## config.mk

```make
export PLATFORM = sky130hd
export DESIGN_NAME = nibble_deserializer
export DESIGN_NICKNAME = d
export VERILOG_FILES = /design/src/rtl/nibble_pkg.sv /design/src/rtl/nibble_shift_reg.sv /design/src/rtl/nibble_deserializer.sv
export SDC_FILE = /design/constraint.sdc
export NUM_CORES = 1
export LEC_CHECK = 0
export CORE_MARGIN = 2
export CORE_UTILIZATION = 45
export CTS_CLUSTER_DIAMETER = 60
export DETAILED_ROUTE_END_ITERATION = 12
export PLACE_DENSITY = 0.76
export SKIP_CTS_REPAIR_TIMING = 1
export SYNTH_ARGS = -nofsm -noshare
export SYNTH_HDL_FRONTEND = slang
export SYNTH_HIERARCHICAL = 1
export SYNTH_SLANG_ARGS = --single-unit
```

## constraint.sdc

```tcl
create_clock -name clk -period 1.92 [get_ports clk]
set_input_delay 0.192 -clock clk [delete_from_list [all_inputs] [get_ports clk]]
set_output_delay 0.192 -clock clk [all_outputs]
set_load 0.02 [all_outputs]
```

## src/rtl/nibble_pkg.sv

```systemverilog
// Shared types and framing constants for the nibble deserializer slice.
package nibble_pkg;

  typedef enum logic [1:0] {
    IDLE = 2'd0,
    DATA = 2'd1,
    STOP = 2'd2
  } state_t;

  localparam logic START_BIT = 1'b0;
  localparam logic STOP_BIT  = 1'b1;

endpackage

```

## src/rtl/nibble_shift_reg.sv

```systemverilog
// DATA_W-bit serial-in shift register; MSB_FIRST selects which end the first bit settles in.
module nibble_shift_reg #(
  parameter int DATA_W    = 4,
  parameter bit MSB_FIRST = 1'b0
) (
  input  logic              clk,
  input  logic              rst_n,
  input  logic              shift_en,
  input  logic              din,
  output logic [DATA_W-1:0] q
);

  always_ff @(posedge clk or negedge rst_n) begin
    if (!rst_n) begin
      q <= '0;
    end else if (shift_en) begin
      // Entering at the far end means the first bit received finishes at the near end.
      if (MSB_FIRST) q <= {q[DATA_W-2:0], din};
      else           q <= {din, q[DATA_W-1:1]};
    end
  end

endmodule

```

## src/rtl/nibble_deserializer.sv

```systemverilog
// Framed serial-to-parallel converter feeding a load-gated register (start 0, DATA_W bits, stop 1).
module nibble_deserializer #(
  parameter int DATA_W    = 4,
  parameter bit MSB_FIRST = 1'b0
) (
  input  logic              clk,
  input  logic              rst_n,
  input  logic              sin,
  input  logic              sin_valid,
  output logic [DATA_W-1:0] d_out,
  output logic              load,
  output logic              frame_err,
  output logic              busy
);
  import nibble_pkg::*;

  localparam int CW = $clog2(DATA_W + 1);
  localparam logic [CW-1:0] CNT_LAST = CW'(DATA_W - 1);
  localparam logic [CW-1:0] CNT_MAX  = CW'(DATA_W);

  state_t            state, state_nxt;
  logic [CW-1:0]     cnt, cnt_nxt;
  logic              shift_en;
  logic              capture;
  logic              load_nxt;
  logic              ferr_nxt;
  logic [DATA_W-1:0] sr_q;

  nibble_shift_reg #(
    .DATA_W   (DATA_W),
    .MSB_FIRST(MSB_FIRST)
  ) u_shift (
    .clk     (clk),
    .rst_n   (rst_n),
    .shift_en(shift_en),
    .din     (sin),
    .q       (sr_q)
  );

  always_comb begin
    state_nxt = state;
    cnt_nxt   = cnt;
    shift_en  = 1'b0;
    capture   = 1'b0;
    load_nxt  = 1'b0;
    ferr_nxt  = 1'b0;
    case (state)
      IDLE: begin
        if (sin_valid && sin == START_BIT) begin
          cnt_nxt   = '0;
          state_nxt = DATA;
        end
      end
      DATA: begin
        if (sin_valid) begin
          shift_en = 1'b1;
          if (cnt != CNT_MAX) cnt_nxt = cnt + CW'(1);
          if (cnt == CNT_LAST) state_nxt = STOP;
        end
      end
      STOP: begin
        if (sin_valid) begin
          state_nxt = IDLE;
          if (sin == STOP_BIT) begin
            capture  = 1'b1;
            load_nxt = 1'b1;
          end else begin
            ferr_nxt = 1'b1;
          end
        end
      end
      default: state_nxt = IDLE;
    endcase
  end

  // busy is registered from the next state so it drops on the stop-bit edge.
  always_ff @(posedge clk or negedge rst_n) begin
    if (!rst_n) begin
      state     <= IDLE;
      cnt       <= '0;
      d_out     <= '0;
      load      <= 1'b0;
      frame_err <= 1'b0;
      busy      <= 1'b0;
    end else begin
      state     <= state_nxt;
      cnt       <= cnt_nxt;
      load      <= load_nxt;
      frame_err <= ferr_nxt;
      busy      <= (state_nxt != IDLE);
      if (capture) d_out <= sr_q;
    end
  end

endmodule

```

==> flow_metrics.tcl, run 1 <==
set metrics [dict create \
    p_leak_uw 0.000421 \
    synth_cells 52 \
    cap_viol_max_count 0 \
    die_h_um 43.4 \
    p_total_uw 1170 \
    cts-root-buf "clkbuf_4" \
    drc 0 \
    worst_path_max_delay_cell "dfrtp_1" \
    grt_antenna_before_repair 0 \
    htreeDepth 1 \
    wirelength_mm 1.02 \
    critPathMaxFanout 8 \
    avgViaCountPerCell 5.12 \
    num_rows 14 \
    antenna_cells 0 \
    clockPowerShare_pct 18.9 \
    async_flop_share_pct 100 \
    synthFlopType "dfrtp_1" \
    grt-ovfl-total 0 \
    cp_data_required_time_ps 2100 \
    clk_pin_slew_ps 90 \
    yosysWarnings 6 \
    dieWidth_um 43.4 \
    worst_slew_pin_slew_ps 385 \
    synth_top_area_share_pct 57.2 \
    first_iter_violations 7 \
    clock-sinks 16 \
    place_congestion 0.809 \
    ys_top_cells_by_count "dfrtp_1 (16), mux2_1 (6), inv_1 (5)" \
    sequentialPowerShare_pct 46.2 \
    detailed_place_hpwl_um 786 \
    num_vias 425 \
    cts_tree "done" \
    ys_types 18 \
    worstSetupPathType "reg2reg" \
    synth_edf_count 0 \
    maxSlewViolCount 0 \
    power.internal_uw 797 \
    die_area_sq_um 1890 \
    ios 11 \
    critPathCaptureType "register" \
    syn_to_final_growth_pct 23.4 \
    wl_per_cell_um 12.3 \
    r2r_slack_ps 380 \
    insertion_delay_ps 290 \
    layout.nets 75 \
    yosysMostFrequentCell "dfrtp_1" \
    synth_seq_cells 16 \
    first_pass_iters 4 \
    rr_worst_depth 3 \
    ant_nets 0 \
    hold_path_class "in2async" \
    pwr_density_cell_nw_per_um2 1360 \
    yosysSeqAreaShare_pct 57.2 \
    core_sq_um 1490 \
    netlist_top_cells_area "dfrtp_1 (57%), mux2_1 (9.7%), mux2_2 (6.4%)" \
    whs_ps 180 \
    fin_util_pct 58.0 \
    syn_avg_cell_area_sq_um 13.5 \
    worst_setup_path_start_kind "register" \
    sw_frac_of_total_pct 32.2 \
    grt_use_total_pct 12.9 \
    p_sw_uw 378 \
    grt_pass1_wl_mm 1.75 \
    slew_headroom_pct 74.2 \
    arrival_ps 1720 \
    finClkSkew_ps 4.18 \
    hold_viol 0 \
    rsz0062_at_grt "no" \
    path_cells "or2b_1 > nor2_1 > mux2_2" \
    grt_max_degree 10 \
    cts_inserted_buffers 3 \
    initial_utilization_pct 47.0 \
    postSynthNetCount 59 \
    cts_max_path_buffers 2 \
    grt_pass1_vias 424 \
    outcome "completed" \
    period_needed_ps 1540 \
    fin_setup_tns_ps 0 \
    combPwrFrac_pct 34.8 \
    ir_drop_mv 0.628 \
    critPathMaxStageDelay_ps 470 \
    syn_area_sq_um 699 \
    synth_top_area_cell "dfrtp_1" \
    final_layout_size_suffix_gt1_share_pct 17.9 \
    max_freq_mhz 648 \
    finalSetupViolations 0 \
    port_buffers 10 \
    min_period_over_period_pct 80.3 \
]
==> registers in the layout, indices dropped and copies added, names as in the netlist <==
signal,flops
d_out,4
state,2
busy,1
u_shift/q,4
cnt,3
load,1
frame_err,1
==> layout by cell type (no fill, tap or decap), types with 2 or more instances in the layout <==
master and count:
clkbuf_4 3, clkdlybuf4s50_1 10, dfrtp_1 16, ha_1 3
inv_1 5, mux2_1 6, mux2_2 4, nand4b_2 2
nor2_1 4, or2b_1 2
==> worst paths after layout <==
check,start,end
setup / recovery,state[0],u_shift/q[0]
setup reg to reg,state[0],u_shift/q[0]
max in group asynchronous,rst_n,d_out[2]
min in group clk,d_out[1],d_out[1]
hold reg to reg,d_out[1],d_out[1]
hold / removal,rst_n,busy
==> kinds of logic after synthesis <==
family	after synthesis	share of synthesized area, %
flops	16	57.2
mux	11	17.5
simple gates	14	13.6
buf+inv	5	2.68
fa+ha+maj	3	5.37
compound gates	3	3.58
==> metrics by stage <==
step	cell area [sq um]	cells	setup WS, ps
global route	863	83	302
CTS	863	83	379
floorplan	699	52	532
finish	863	83	378
global placement	827	79	285
detailed placement	827	79	263
==> worst max-delay path, delay by kind of cell (launching register included) <==
family / cells / cell delay [ps]
flip-flops: 1 / 470
AND/OR/NAND/NOR: 2 / 580
multiplexers: 1 / 380
==> power by group through the flow <==
stage,sequential [uW],combinational (uW),clock (uW)
global placement,545,409,0
CTS,545,416,226
floorplan,583,223,0
finish,543,409,222
detailed placement,552,415,0
global route,561,451,242
==> area by class of cell <==
cell class,count,area [sq um]
clock buffer,4,36.3
fill,130,626
inverter,5,18.8
multi-input combinational,31,280
sequential,16,400
tap,16,20.0
timing repair buffer,11,108
==> metal layers <==
layer  vias up  global-route usage, %  wire length, um
li1        207                      -                -
met1       205                   16.0              501
met2        11                   20.0              460
met3         2                   2.92               41
met4         0                   9.09               17
met5         -                      0                0
Note: power is estimated with default switching activity, not from simulation.
==> run 2: changes to the inputs <==
Clock period 1.92 ns to 1.46 ns, I/O delays scaled along.
==> flow_metrics.tcl, run 2 (same netlist as run 1, synthesis figures left out) <==
set metrics [dict create \
    finClkSkew_ps 1.83 \
    first_pass_iters 2 \
    final_cell_mix "dfrtp_1 (16), clkdlybuf4s50_1 (10), buf_4 (8)" \
    design_area_sq_um 916 \
    path_cells "clkdlybuf4s50_1" \
    crit_family "buffers and inverters" \
    hold_viol 0 \
    cts_inserted_buffers 3 \
    antenna_cells 0 \
    ir_drop_mv 0.719 \
    dp_slack_ps -56.7 \
    top_regs "d_out: 4 flops, u_shift/q: 4 flops, cnt: 3 flops" \
    insertion_delay_ps 280 \
    ant_nets 0 \
    fin_setup_tns_ps 0 \
    worst_setup_path_start_kind "register" \
    p_sw_uw 521 \
    layout.nets 82 \
    wl_per_cell_um 13.4 \
    critPathMaxFanout 2 \
    period_needed_ps 1390 \
    cts_tree "done" \
    critPathMaxStageDelay_ps 610 \
    cap_viol_max_count 0 \
    path_buf_inv 1 \
    critPathCaptureType "primary output" \
    dieWidth_um 43.4 \
    cts-root-buf "clkbuf_4" \
    clockPowerShare_pct 17.4 \
    slew_headroom_pct 84.9 \
    grt-ovfl-total 0 \
    r2r_start "state[0]" \
    grt_max_degree 17 \
    port_buffers 10 \
    drc 0 \
    min_period_over_period_pct 95.2 \
    layout_setup_ws_ps 69.6 \
    cp_data_required_time_ps 1310 \
    power.internal_uw 1110 \
    combPwrFrac_pct 38.9 \
    worst_slew_pin_slew_ps 226 \
    p_leak_uw 0.000456 \
    grt_use_total_pct 14.3 \
    grt_pass1_wl_mm 1.96 \
    max_freq_mhz 719 \
    clock-sinks 16 \
    maxSlewViolCount 0 \
    fin_cells 90 \
    cts_max_path_buffers 2 \
    first_iter_violations 7 \
    place_congestion 0.708 \
    sw_frac_of_total_pct 31.9 \
    clk_pin_slew_ps 90 \
    nFillCells 112 \
    sequentialPowerShare_pct 43.7 \
    grt_antenna_before_repair 0 \
    pwr_density_cell_nw_per_um2 1780 \
    worst_path_max_delay_cell "clkdlybuf4s50_1" \
    die_area_sq_um 1890 \
    num_rows 14 \
    placed_cell_area_sq_um 880 \
    worstSetupPathType "reg2out" \
    initial_utilization_pct 47.0 \
    syn_to_final_growth_pct 30.9 \
    core_sq_um 1490 \
    rsz0062_at_grt "no" \
    dp.cells 86 \
    die_h_um 43.4 \
    layout_commonest_cell "dfrtp_1" \
    detailed_place_hpwl_um 916 \
    final_layout_size_suffix_gt1_share_pct 25.7 \
    startpoint "d_out[3]" \
    arrival_ps 1240 \
    hold_path_class "in2async" \
    avgViaCountPerCell 5.09 \
    ios 11 \
    num_vias 458 \
    htreeDepth 1 \
    grt_pass1_vias 442 \
    outcome "completed" \
    wirelength_mm 1.21 \
    finalSetupViolations 0 \
]
## run 2: changes by cell type in the layout (fill, tap and decap cells not counted)
cell   delta
buf_4     +7
## run 2: final cells by class
type                            count  area (sq um)  share of cell area [%]
Sequential cell                    16           400                    43.7
Tap cell                           16          20.0                    2.19
Timing Repair Buffer               18           160                    17.5
Clock buffer                        4          36.3                    3.96
Inverter                            5          18.8                    2.05
Multi-Input combinational cell     31           280                    30.6
## run 2: final timing paths
| kind | to | slack (ps) | cells past startpoint |
|---|---|---|---|
| setup / recovery | d_out[3] | 70 | 1 |
| hold / removal | cnt[2] | 180 | 2 |
| setup reg to reg | u_shift/q[0] | 80 | 4 |
| hold reg to reg | d_out[2] | 500 | 1 |
| max in group asynchronous | busy | 1100 | 2 |
| min in group clk | d_out[2] | 500 | 1 |
## run 2: per-stage QoR
| step | utilization, % | total power [uW] | hold WS (ps) |
|---|---|---|---|
| final | 61.5 | 1630 | 177 |
| after floorplan | - | 1060 | -150 |
| after global placement | 59.1 | 1320 | 468 |
| after detailed placement | 59.1 | 1370 | 481 |
| after global routing | 61.5 | 1740 | 180 |
| after CTS | 61.5 | 1650 | 182 |
## run 2: per-layer routing
layer / track usage, % / routed length [um]
met1: 19.0 / 587
met2: 22.4 / 562
met3: 2.50 / 41
met4: 7.27 / 14
met5: 0 / 0
## run 2: power groups by stage
stage               logic [uW]  clock network, uW  registers, uW
finish                     635                285            712
global route               687                313            739
CTS                        646                294            714
detailed placement         641                  0            725
global placement           615                  0            708
floorplan                  293                  0            767
